--- src/rtl/multi_fifo_drain_arbiter.sv ---
// Round-robin read engine for the shared linked-list multi-FIFO with a 2-entry output buffer.
// Define DRAIN_BURST_EN to allow up to BURST consecutive grants to the same queue.
module multi_fifo_drain_arbiter #(
    parameter int WIDTH     = 8,
    parameter int NUM_FIFOS = 2,
    parameter int SEL_WIDTH = $clog2(NUM_FIFOS),
    parameter int BURST     = 4,
    parameter int CNT_WIDTH = 16
) (
    input  logic                 clk,
    input  logic                 rst,
    input  logic                 en,
    input  logic [NUM_FIFOS-1:0] empty,
    input  logic [WIDTH-1:0]     fifo_data,
    output logic                 pop,
    output logic [SEL_WIDTH-1:0] pop_sel,
    output logic                 out_valid,
    input  logic                 out_ready,
    output logic [WIDTH-1:0]     out_data,
    output logic [SEL_WIDTH-1:0] out_sel,
    output logic [CNT_WIDTH-1:0] pop_cnt
);

    localparam logic [SEL_WIDTH:0] NUM_EXT = (SEL_WIDTH+1)'(NUM_FIFOS);

    logic [SEL_WIDTH-1:0] rr_ptr;
    logic [SEL_WIDTH-1:0] cand;
    logic [SEL_WIDTH-1:0] rr_next;
    logic                 any_ready;
    logic [1:0]           count;
    logic [WIDTH-1:0]     slot_data;
    logic [SEL_WIDTH-1:0] slot_sel;
    logic                 transfer;

    // Scan downwards so the queue closest to rr_ptr is the last (winning) assignment.
    always_comb begin
        logic [SEL_WIDTH:0] idx;
        logic [SEL_WIDTH:0] nxt;
        cand      = rr_ptr;
        any_ready = 1'b0;
        idx       = '0;
        for (int k = NUM_FIFOS - 1; k >= 0; k--) begin
            idx = {1'b0, rr_ptr} + (SEL_WIDTH+1)'(k);
            if (idx >= NUM_EXT) begin
                idx = idx - NUM_EXT;
            end
            if (!empty[idx[SEL_WIDTH-1:0]]) begin
                cand      = idx[SEL_WIDTH-1:0];
                any_ready = 1'b1;
            end
        end
        nxt = {1'b0, cand} + 1'b1;
        if (nxt >= NUM_EXT) begin
            nxt = '0;
        end
        rr_next = nxt[SEL_WIDTH-1:0];
    end

    // Pop depends only on registered buffer occupancy, never on out_ready.
    assign pop       = rst & en & (count != 2'd2) & any_ready;
    assign pop_sel   = pop ? cand : rr_ptr;
    assign out_valid = (count != 2'd0);
    assign transfer  = out_valid & out_ready;

`ifdef DRAIN_BURST_EN
    localparam int BW = $clog2(BURST) + 1;
    logic [BW-1:0] burst_cnt;
`else
    logic unused_burst;
    assign unused_burst = (BURST > 0);
`endif

    always_ff @(posedge clk or negedge rst) begin
        if (!rst) begin
            rr_ptr    <= '0;
            count     <= 2'd0;
            out_data  <= '0;
            out_sel   <= '0;
            slot_data <= '0;
            slot_sel  <= '0;
            pop_cnt   <= '0;
`ifdef DRAIN_BURST_EN
            burst_cnt <= '0;
`endif
        end else begin
            if (pop) begin
                pop_cnt <= pop_cnt + 1'b1;
`ifdef DRAIN_BURST_EN
                // Empty flags lag a cycle, so only the current flag and cand steer rotation.
                if (cand == rr_ptr && burst_cnt < BW'(BURST - 1)) begin
                    burst_cnt <= burst_cnt + 1'b1;
                end else begin
                    rr_ptr    <= rr_next;
                    burst_cnt <= '0;
                end
`else
                rr_ptr <= rr_next;
`endif
            end

            if (pop && (count == 2'd0 || (count == 2'd1 && transfer))) begin
                out_data <= fifo_data;
                out_sel  <= pop_sel;
            end else if (pop) begin
                slot_data <= fifo_data;
                slot_sel  <= pop_sel;
            end else if (transfer && count == 2'd2) begin
                out_data <= slot_data;
                out_sel  <= slot_sel;
            end

            case ({pop, transfer})
                2'b10:   count <= count + 2'd1;
                2'b01:   count <= count - 2'd1;
                default: count <= count;
            endcase
        end
    end

endmodule

--- config.mk ---
export PLATFORM = sky130hd
export DESIGN_NAME = multi_fifo_drain_arbiter
export DESIGN_NICKNAME = d
export VERILOG_FILES = /design/src/rtl/multi_fifo_drain_arbiter.sv
export SDC_FILE = /design/constraint.sdc
export NUM_CORES = 1
export LEC_CHECK = 0
export ABC_AREA = 1
export CELL_PAD_IN_SITES_DETAIL_PLACEMENT = 1
export CELL_PAD_IN_SITES_GLOBAL_PLACEMENT = 1
export CORE_MARGIN = 2
export CORE_UTILIZATION = 39
export CTS_CLUSTER_SIZE = 16
export DETAILED_ROUTE_END_ITERATION = 8
export PLACE_DENSITY = 0.89
export SLEW_MARGIN = 5
export SYNTH_ARGS = -nofsm -noshare
export SYNTH_HDL_FRONTEND = slang
export SYNTH_SLANG_ARGS = --single-unit
--- constraint.sdc ---
create_clock -name clk -period 4.5 [get_ports clk]
set_input_delay 1.35 -clock clk [delete_from_list [all_inputs] [get_ports clk]]
set_output_delay 1.35 -clock clk [all_outputs]
set_load 0.05 [all_outputs]
==> results.py <==
metrics = {
    "critical_path": {
        "cp-startpoint": "empty[1]",
        "r2r_cells": 10,
        "crit_arrival_ps": 2550,
        "critPathRequiredTime_ps": 3150,
        "crit_top_cell": "nor2_1",
        "path_cells": "clkdlybuf4s50_1 > nor2_1 > nor2_1 > nand4_1 > o21a_1 > buf_12",
        "start_kind": "input port",
        "worstPathMaxFanout": 4,
        "crit_path_end_kind": "primary output",
        "critPathSlowestCell": "clkdlybuf4s50_1",
        "cp_slowest_stage_delay_ps": 530,
        "endpoint": "pop_sel",
        "r2r-end": "count[1]",
        "worstSetupPathType": "input port to primary output",
        "reg2reg_from": "count[0]",
        "worst-r2r-setup-slack_ps": 2240,
    },
    "clocking": {
        "h-tree-depth": 2,
        "post-cts-setup-buffers": 0,
        "cts_buffers": 5,
        "clk_pin_slew_ps": 70,
        "hold_buffers": 0,
        "clock_path_buffers": 2,
        "post_cts_resized": 0,
        "clock_latency_ps": 290,
        "cts_tree": "done",
        "cts_root_buffer": "clkbuf_8",
        "cts.sinks": 37,
    },
    "place": {
        "place_hpwl_mm": 3.788,
        "place.gp.congestion": 0.8264,
        "placed_area_um2": 2431,
        "port_buffers": 41,
    },
    "global_routing": {
        "grt_use_total": 0.2057,
        "antenna_found_initial": 0,
        "first_global_vias": 1888,
        "grt-ovfl-total": 0,
        "grt_pass1_wl_mm": 8.631,
        "grt_max_degree": 38,
    },
    "power_and_ir_drop": {
        "comb_power_share": 0.505,
        "ir_worst_vdd_mv": 0.3280,
        "powerDensity_nw_per_um2": 636.4,
        "p_clk_frac": 0.149,
        "power_switching_w": 0.0007543,
        "p_seq_frac": 0.346,
        "power_switching_share": 0.4708,
        "power.internal_w": 0.0008478,
        "leakage_nw": 1.136,
    },
    "yosys": {
        "ys_types": 20,
        "synth.avg_cell_area_um2": 7.697,
        "ys_seq_area_frac": 0.4793,
        "syn_area_um2": 1932,
        "ys_warn_count": 0,
        "synth_nets": 270,
        "synth.ff_latch_count": 37,
        "synthCells": 251,
    },
    "drt": {
        "viasPerCell": 4.948,
        "drc": 0,
        "wirelength_mm": 5.122,
        "ant_nets": 0,
        "drt_iter0_drc": 91,
        "wl_per_cell_um": 14.07,
        "first_pass_iters": 4,
        "num_vias": 1801,
    },
    "outcome": {
        "status": "completed",
    },
    "sta": {
        "grt_setup_unrepaired": "false",
        "setup-tns-final_ps": 0,
        "drv_slew": 0,
        "hold_viol": 0,
        "setup_viol": 0,
        "skew_ps": 5.132,
        "post-route-period-util": 0.8671,
        "fmax_ghz": 0.2563,
        "tightest_slew_ps": 512.4,
        "slew_headroom": 0.6573,
        "min_period_ps": 3902,
    },
    "job": {
        "drv_cap": 0,
    },
    "die": {
        "die_w_um": 74.38,
        "dieArea_um2": 5532,
        "coreArea_um2": 4755,
        "die_y_um": 74.38,
        "start_util": 0.4063,
        "ios": 42,
        "rows": 25,
    },
    "hold_path": {
        "hold_path.class": "flip-flop to flip-flop",
    },
    "finish": {
        "n_antenna_cell": 0,
        "final_nets": 316,
        "nFillCells": 611,
        "drive_above_1_share": 0.06061,
        "syn2layout_area_growth_pct": 30.31,
        "stdcell_area_um2": 2517,
    },
}
==> worst min path at each step <==
stage	start	endpoint	slack, ps	cells past startpoint
final	slot_data[4]	slot_data[4]	490	2
after global routing	slot_data[4]	out_data[4]	520	2
after CTS	slot_data[4]	slot_data[4]	500	2
after detailed placement	slot_data[4]	slot_data[4]	480	2
after global placement	slot_data[6]	slot_data[6]	460	2
after floorplan	slot_data[4]	slot_data[4]	450	2
==> synth_stat cells, drive strengths merged <==
master,n,area share
xor2,6,0.027
nand3,22,0.060
inv,22,0.043
buf,3,0.011
nand4,5,0.016
a21oi,1,0.0084
o21ai,22,0.057
ha,5,0.032
o21a,1,0.0039
clkbuf,1,0.0019
xnor2,4,0.018
nand2,99,0.19
dfrtp,37,0.48
nor2,23,0.049
==> power groups by stage <==
| stage | registers [W] | clock network [W] | logic (W) |
|---|---|---|---|
| 2_1_floorplan | 0.000781 | 0 | 0.000301 |
| 6_report | 0.000555 | 0.000238 | 0.000809 |
| 3_3_place_gp | 0.000557 | 0 | 0.000788 |
| 3_5_place_dp | 0.000559 | 0 | 0.000816 |
| 4_1_cts | 0.000556 | 0.000245 | 0.000820 |
| 5_1_grt | 0.000572 | 0.000257 | 0.000878 |
==> critical path: cells and delay by family <==
family,cells,cell delay [ps]
AND/OR/NAND/NOR,3,330
buffers and inverters,2,680
AO/OA/AOI/OAI,1,190
==> placed cells by master, fill, tap and decap left out <==
master,count
inv_2,3
buf_12,2
clkbuf_1,1
nand4_1,5
nand3_1,21
nor2_4,1
buf_4,2
nand2_2,1
inv_1,19
xnor2_1,4
clkbuf_8,6
o21a_1,1
clkdlybuf4s50_1,38
a21oi_4,1
nor2_1,22
nand2_1,98
o21ai_0,19
buf_2,1
nand3_2,1
o21ai_1,3
ha_1,5
dfrtp_1,37
xor2_1,6
==> metrics by stage <==
stage                     cells  total power, W    util  hold WS (ps)  worst slack (ps)
final                       364        0.001602  0.5295         492.4             598.1
after global routing        364        0.001707  0.5295         523.7             506.4
after CTS                   364        0.001621  0.5295         496.0             590.7
after detailed placement    357        0.001375  0.5113         478.2             589.2
after global placement      357        0.001345  0.5113         463.4             659.4
after floorplan             251        0.001082       -         446.8             855.2
==> area by class of cell <==
class / instances / area [µm²] / area share
inverter: 22 / 82.58 / 0.03280
tap: 67 / 83.83 / 0.03330
clock buffer: 7 / 86.33 / 0.03429
sequential: 37 / 925.9 / 0.3678
multi-input combinational: 188 / 898.4 / 0.3569
timing repair buffer: 43 / 440.4 / 0.1750
==> state kept, by name (all words and copies together), names as in the netlist <==
name,count
count,2
slot_data,8
out_sel,1
pop_cnt,16
slot_sel,1
rr_ptr,1
out_data,8
==> kinds of logic after synthesis <==
logic type / count (synthesis) / synth area share
and+or+nand+nor: 149 / 0.3180
DFF: 37 / 0.4793
buffers and inverters: 26 / 0.05570
AOI/OAI and AO/OA: 24 / 0.06930
xor gates and xnor gates: 10 / 0.04533
adders and majority gates: 5 / 0.03238
==> layer usage <==
metal  global-route usage  vias to the layer above  share of wire
li1                     -                      883              -
met1               0.2571                      880           0.45
met2               0.3609                       33           0.51
met3              0.03523                        5          0.029
met4              0.06746                        0          0.010
met5                    0                        -              0
Note: power is estimated with default switching activity, not from simulation.
